<file path="src/rtl/fft_pkg.sv">
// Shared types and defaults for the sequential 16-point FFT controller.
package fft_pkg;

  localparam int unsigned BEATS_DEF  = 4;
  localparam int unsigned STAGES_DEF = 4;
  localparam int unsigned BF_LAT_DEF = 2;
  localparam int unsigned ROT_W      = 3;
  localparam int unsigned ADDR_W     = 2;
  localparam int unsigned STAGE_W    = 2;

  typedef enum logic [2:0] {
    IDLE,
    LOAD,
    ISSUE,
    WAIT,
    FINAL,
    DRAIN
  } state_t;

  // Tag travelling alongside a beat through the butterfly latency.
  typedef struct packed {
    logic vld;
    logic fin;
  } tag_t;

  // Twiddle index: twice the beat index scaled by the stage, modulo 8.
  function automatic logic [ROT_W-1:0] rot_calc(input logic [ADDR_W-1:0]  cnt,
                                                input logic [STAGE_W-1:0] stg);
    logic [ROT_W-1:0] base;
    base = ROT_W'({cnt, 1'b0});
    return base << stg;
  endfunction

endpackage

</file>
<file path="src/rtl/fft_seq_tagpipe.sv">
// Delay line matching the butterfly latency; carries valid and final-stage flag.
module fft_seq_tagpipe
  import fft_pkg::*;
#(
  parameter int unsigned BF_LAT = BF_LAT_DEF
) (
  input  logic clk,
  input  logic rst,
  input  tag_t tag_in,
  output tag_t tag_out
);

  tag_t pipe_q [BF_LAT];

  always_ff @(posedge clk or posedge rst) begin
    if (rst) begin
      for (int i = 0; i < int'(BF_LAT); i++) pipe_q[i] <= '0;
    end else begin
      pipe_q[0] <= tag_in;
      for (int i = 1; i < int'(BF_LAT); i++) pipe_q[i] <= pipe_q[i-1];
    end
  end

  assign tag_out = pipe_q[BF_LAT-1];

endmodule

</file>
<file path="src/rtl/fft_seq.sv">
// Sequencer for an in-place radix-2 FFT over a reg1 beat buffer.
// Optional sticky protocol error output enabled by FFT_SEQ_ERR_EN.
module fft_seq
  import fft_pkg::*;
#(
  parameter int unsigned BEATS  = BEATS_DEF,
  parameter int unsigned STAGES = STAGES_DEF,
  parameter int unsigned BF_LAT = BF_LAT_DEF
) (
  input  logic               clk,
  input  logic               rst,
  input  logic               sp_valid,
  output logic               sp_ready,
  input  logic               ps_ready,
  output logic               mux_sel,
  output logic               bf_valid,
  output logic [ROT_W-1:0]   rotation,
  output logic [ADDR_W-1:0]  rd_addr,
  output logic               wr_en,
  output logic [ADDR_W-1:0]  wr_addr,
  output logic               demux_sel,
  output logic               ps_load,
  output logic [STAGE_W-1:0] stage,
  output logic               busy,
  output logic               done
`ifdef FFT_SEQ_ERR_EN
  ,
  output logic               err
`endif
);

  localparam int unsigned     LAT_W     = (BF_LAT > 1) ? $clog2(BF_LAT) : 1;
  localparam logic [ADDR_W-1:0] LAST_BEAT = ADDR_W'(BEATS - 1);
  localparam logic [LAT_W-1:0]  LAST_LAT  = LAT_W'(BF_LAT - 1);

  state_t             state_q, state_d;
  logic [ADDR_W-1:0]  issue_cnt_q;
  logic [ADDR_W-1:0]  ret_cnt_q;
  logic [LAT_W-1:0]   drain_cnt_q;
  logic [STAGE_W-1:0] stage_q;
  logic               ret_flag_q;
  logic               done_q;

  logic issue_adv_c;
  logic last_ret_c;
  logic ret_all_c;
  logic next_final_c;
  logic done_c;
  tag_t tag_in;
  tag_t tag_out;

  // Stage fully retired: either remembered, or the last write exits now.
  assign last_ret_c   = tag_out.vld && !tag_out.fin && (ret_cnt_q == LAST_BEAT);
  assign ret_all_c    = ret_flag_q || last_ret_c;
  assign next_final_c = (32'(stage_q) + 32'd1) >= 32'(STAGES - 1);

  always_ff @(posedge clk or posedge rst) begin
    if (rst) state_q <= IDLE;
    else     state_q <= state_d;
  end

  always_comb begin
    state_d     = state_q;
    sp_ready    = 1'b0;
    mux_sel     = 1'b0;
    bf_valid    = 1'b0;
    rd_addr     = '0;
    busy        = 1'b1;
    issue_adv_c = 1'b0;
    done_c      = 1'b0;
    case (state_q)
      IDLE: begin
        busy = 1'b0;
        if (sp_valid) state_d = LOAD;
      end
      LOAD: begin
        sp_ready    = 1'b1;
        bf_valid    = sp_valid;
        issue_adv_c = sp_valid;
        if (sp_valid && (issue_cnt_q == LAST_BEAT)) state_d = WAIT;
      end
      WAIT: begin
        if (ret_all_c) begin
          if (!next_final_c)  state_d = ISSUE;
          else if (ps_ready)  state_d = FINAL;
        end
      end
      ISSUE, FINAL: begin
        mux_sel     = 1'b1;
        bf_valid    = 1'b1;
        rd_addr     = issue_cnt_q;
        issue_adv_c = 1'b1;
        if (issue_cnt_q == LAST_BEAT) state_d = (state_q == ISSUE) ? WAIT : DRAIN;
      end
      DRAIN: begin
        if (drain_cnt_q == LAST_LAT) begin
          state_d = IDLE;
          done_c  = 1'b1;
        end
      end
      default: state_d = IDLE;
    endcase
  end

  // Counters and stage tracking.
  always_ff @(posedge clk or posedge rst) begin
    if (rst) begin
      issue_cnt_q <= '0;
      ret_cnt_q   <= '0;
      drain_cnt_q <= '0;
      stage_q     <= '0;
      ret_flag_q  <= 1'b0;
      done_q      <= 1'b0;
    end else begin
      if (state_q == IDLE)
        issue_cnt_q <= '0;
      else if (issue_adv_c)
        issue_cnt_q <= (issue_cnt_q == LAST_BEAT) ? '0 : issue_cnt_q + ADDR_W'(1);

      if (state_q == IDLE)
        ret_cnt_q <= '0;
      else if (tag_out.vld)
        ret_cnt_q <= (ret_cnt_q == LAST_BEAT) ? '0 : ret_cnt_q + ADDR_W'(1);

      drain_cnt_q <= (state_q == DRAIN) ? drain_cnt_q + LAT_W'(1) : '0;
      ret_flag_q  <= (state_q == WAIT) && (state_d == WAIT) && ret_all_c;

      if (state_d == IDLE)
        stage_q <= '0;
      else if ((state_q == WAIT) && (state_d != WAIT))
        stage_q <= stage_q + STAGE_W'(1);

      done_q <= done_c;
    end
  end

  assign rotation = bf_valid ? rot_calc(issue_cnt_q, stage_q) : '0;
  assign tag_in   = '{vld: bf_valid, fin: (state_q == FINAL)};

  fft_seq_tagpipe #(
    .BF_LAT (BF_LAT)
  ) u_tagpipe (
    .clk     (clk),
    .rst     (rst),
    .tag_in  (tag_in),
    .tag_out (tag_out)
  );

  assign wr_en     = tag_out.vld && !tag_out.fin;
  assign ps_load   = tag_out.vld && tag_out.fin;
  assign demux_sel = ps_load;
  assign wr_addr   = ret_cnt_q;
  assign stage     = stage_q;
  assign done      = done_q;

`ifdef FFT_SEQ_ERR_EN
  // Sticky: new input offered while a frame is being processed.
  always_ff @(posedge clk or posedge rst) begin
    if (rst)
      err <= 1'b0;
    else if (sp_valid && (state_q inside {ISSUE, WAIT, FINAL, DRAIN}))
      err <= 1'b1;
  end
`endif

endmodule

</file>
<file path="config.mk">
export PLATFORM = sky130hd
export DESIGN_NAME = fft_seq
export DESIGN_NICKNAME = d
export VERILOG_FILES = /design/src/rtl/fft_pkg.sv /design/src/rtl/fft_seq_tagpipe.sv /design/src/rtl/fft_seq.sv
export SDC_FILE = /design/constraint.sdc
export NUM_CORES = 1
export LEC_CHECK = 0
export BUFFER_PORTS_ARGS = -buffer_cell sky130_fd_sc_hd__buf_4
export CORE_MARGIN = 5
export CORE_UTILIZATION = 35
export CTS_CLUSTER_DIAMETER = 150
export DETAILED_ROUTE_END_ITERATION = 7
export PLACE_DENSITY = 0.59
export SLEW_MARGIN = 20
export SYNTH_ARGS = -nofsm -noshare
export SYNTH_HDL_FRONTEND = slang
export SYNTH_SLANG_ARGS = --single-unit
</file>
<file path="constraint.sdc">
create_clock -name clk -period 2.9 [get_ports clk]
set_input_delay 0.145 -clock clk [delete_from_list [all_inputs] [get_ports clk]]
set_output_delay 0.145 -clock clk [all_outputs]
set_load 0.01 [all_outputs]
</file>
==> flow_metrics.py <==
metrics = {
    "run_status": {
        "status": "complete, no violations",
    },
    "synthesis": {
        "yosys_warnings": 0,
        "synthesis.nets": 99,
        "synth_area_um2": 908,
        "netlist-cell-type-count": 34,
        "synth_area_per_cell_um2": 9.98,
        "synth_seq_cells": 16,
        "synth_cells": 91,
        "synth_seq_area_share_pct": 44.1,
    },
    "power_and_ir_drop": {
        "p_per_area_nw_per_um2": 854,
        "ir_drop_v": 0.000388,
        "leakage_nw": 0.563,
    },
    "timing": {
        "finalCritPeriodShare_pct": 65.8,
        "period_needed_ns": 1.91,
        "fmax_ghz": 0.524,
        "rsz0062_at_grt": "no",
        "fin_skew_ns": 0.00876,
        "hold_viol": 0,
        "relSlewSlack_pct": 59.7,
        "setup_violations": 0,
        "worst_slew_pin_slew_ns": 0.603,
        "slew_violations": 0,
        "fin_tns_setup_ns": 0,
    },
    "layout": {
        "fill_cells": 265,
        "final_nets": 119,
        "drive_gt1_share_pct": 28.2,
        "layout_common_cells": "buf_4, dfrtp_1, nor2_1, inv_1, nand2_1",
        "areaGrowthSynthToFinish_pct": 20.8,
        "stdcell_count": 140,
        "finalInstanceArea_um2": 1100,
        "diodes": 0,
        "finish.utilization_pct": 44.3,
        "final_common_cell": "buf_4",
    },
    "route": {
        "drc": 0,
        "dr.pass1.iters": 4,
        "drt-initial-drc-count": 14,
        "wl_per_cell_um": 12.8,
        "vias": 692,
        "ant_nets": 0,
        "via_per_inst": 4.94,
        "wl_mm": 1.80,
    },
    "global_route": {
        "grt_start_max_net_pins": 17,
        "grt_pass1_vias": 622,
        "grt_pass1_wl_mm": 2.94,
        "antenna_found_initial": 0,
        "grt_overflow_total": 0,
        "track_usage_pct": 11.2,
    },
    "clock_tree": {
        "cts_made_buffers": 3,
        "postCtsSetupBuffers": 0,
        "clock-sinks": 16,
        "clock-root-buffer": "clkbuf_4",
        "cts_tree": "done",
        "h-tree-depth": 1,
        "clk_transition_reported_paths_ns": 0.10,
        "cts_resized": 0,
        "clock_latency_ns": 0.29,
        "clock_path_buffers": 2,
    },
    "worst_setup_path": {
        "ff2ff_path_depth": 6,
        "crit_end": "rotation[1]",
        "start_kind": "flip-flop",
        "r2r_setup_slack_ns": 1.34,
        "crit_path_start": "state_q[1]$_DFF_PP0_",
        "rr_startpoint": "stage[0]$_DFFE_PP0P_",
        "path_class": "reg -> out",
        "cp_max_fo": 13,
        "critPathCaptureType": "output port",
        "crit-reg2reg-capture": "stage[1]$_DFFE_PP0P_",
        "critical_path_arrival_ns": 1.76,
        "crit_required_ns": 2.76,
    },
    "place": {
        "dp_hpwl_mm": 1.36,
        "dpl_cell_area_um2": 1050,
        "port_buffers": 19,
        "dp_cells": 135,
        "routabilityCongestion": 0.763,
    },
    "floorplan": {
        "die_y_um": 60.9,
        "start_util_pct": 36.7,
        "io_pins": 21,
        "die-area_um2": 3710,
        "row_count": 18,
        "core_area_um2": 2480,
        "die_w_um": 60.9,
    },
    "hold_path": {
        "min_path_type": "in -> reg",
        "holdCritStartpoint": "sp_valid",
    },
    "job": {
        "cap_violations": 0,
    },
}
## how the worst min path moves through the flow
stage                                       to  cells past startpoint
after floorplan                 done$_DFF_PP0_                      1
after global placement          done$_DFF_PP0_                      2
after detailed placement        done$_DFF_PP0_                      2
after CTS                 state_q[1]$_DFF_PP0_                      5
after global routing      state_q[1]$_DFF_PP0_                      5
final                     state_q[1]$_DFF_PP0_                      5
## sequential cells by signal, summed over array words and instances, names as in the netlist, 2 cells and up
signal / flops
stage: 2
issue_cnt_q: 2
state_q: 3
u_tagpipe.pipe_q: 2
u_tagpipe.tag_out: 2
wr_addr: 2
## logic make-up (layout without fill, tap and decap cells)
| family | Yosys count | count (layout) | share of synthesized area, % |
|---|---|---|---|
| compound gates | 17 | 17 | 14.3 |
| xor+xnor | 2 | 2 | 1.93 |
| fa+ha+maj | 4 | 4 | 5.51 |
| buf+inv | 11 | 30 | 6.61 |
| flops | 16 | 16 | 44.1 |
| mux | 4 | 4 | 4.41 |
| other cells | 1 | 1 | 0.413 |
| simple gates | 36 | 36 | 22.7 |
## layout make-up
class | instances | area [um^2] | area share, %
Multi-Input combinational cell | 64 | 448 | 40.8
Clock buffer | 4 | 36.3 | 3.31
Sequential cell | 16 | 400 | 36.5
Inverter | 6 | 22.5 | 2.05
Tap cell | 30 | 37.5 | 3.42
Timing Repair Buffer | 20 | 153 | 13.9
## critical path, stage by stage, from the launching register on
cell and delay (ns):
dfrtp_1 0.62, xor2_1 0.31, a21oi_2 0.16, nor4b_2 0.22
buf_4 0.16
## per-stage QoR
step                      total power, W  setup WS [ns]  hold WS, ns
after global routing             0.00102          0.894        0.319
after CTS                       0.000954          0.980        0.273
after floorplan                 0.000654           1.43       0.0587
after detailed placement        0.000799           1.33        0.269
after global placement          0.000791           1.33        0.275
final                           0.000937          0.991        0.282
## cell usage after synthesis (all sizes together)
library cell   n  share of area [%]
nand2          5                2.1
and3           3                2.1
nor2b          1               0.69
a21oi          4                3.0
nor4b          1                1.7
buf            5                4.1
a221o          1                1.1
and4bb         1                1.4
nor3           3                1.7
nand3          3                1.7
and3b          2                1.9
o21ai          4                2.2
dfrtp         16                 44
xnor2          1               0.96
o22ai          1               0.69
o211a          1                1.1
or2            1               0.69
nor2          12                5.2
xor2           1               0.96
inv            6                2.5
a21boi         1                2.1
conb           1               0.41
o211ai         2                1.7
a211oi         1               0.83
nand2b         2                2.2
o21bai         1               0.83
o31ai          1               0.83
ha             4                5.5
mux2i          4                4.4
and2           2                1.5
## power breakdown
part | internal, W | switching (W) | total, W
combinational | 0.000210 | 0.000212 | 0.000422
clock | 0.0000764 | 0.0000705 | 0.000147
sequential | 0.000278 | 0.0000901 | 0.000368
total | 0.000564 | 0.000372 | 0.000937
## metal layers
layer / vias up / global-route usage, % / wire length [um]
met1: 329 / 15.6 / 806
met3: 2 / 3.19 / 134
met2: 14 / 15.9 / 837
met4: 0 / 5.57 / 19
met5: - / 0 / 0
li1: 347 / - / -
## repair_timing
item                                    in CTS  in global routing
endpoints found under the hold margin       16                  0
endpoints found under the setup margin       0                  0
hold buffers                                 1                  0
Power figures use the tool's default switching activity.
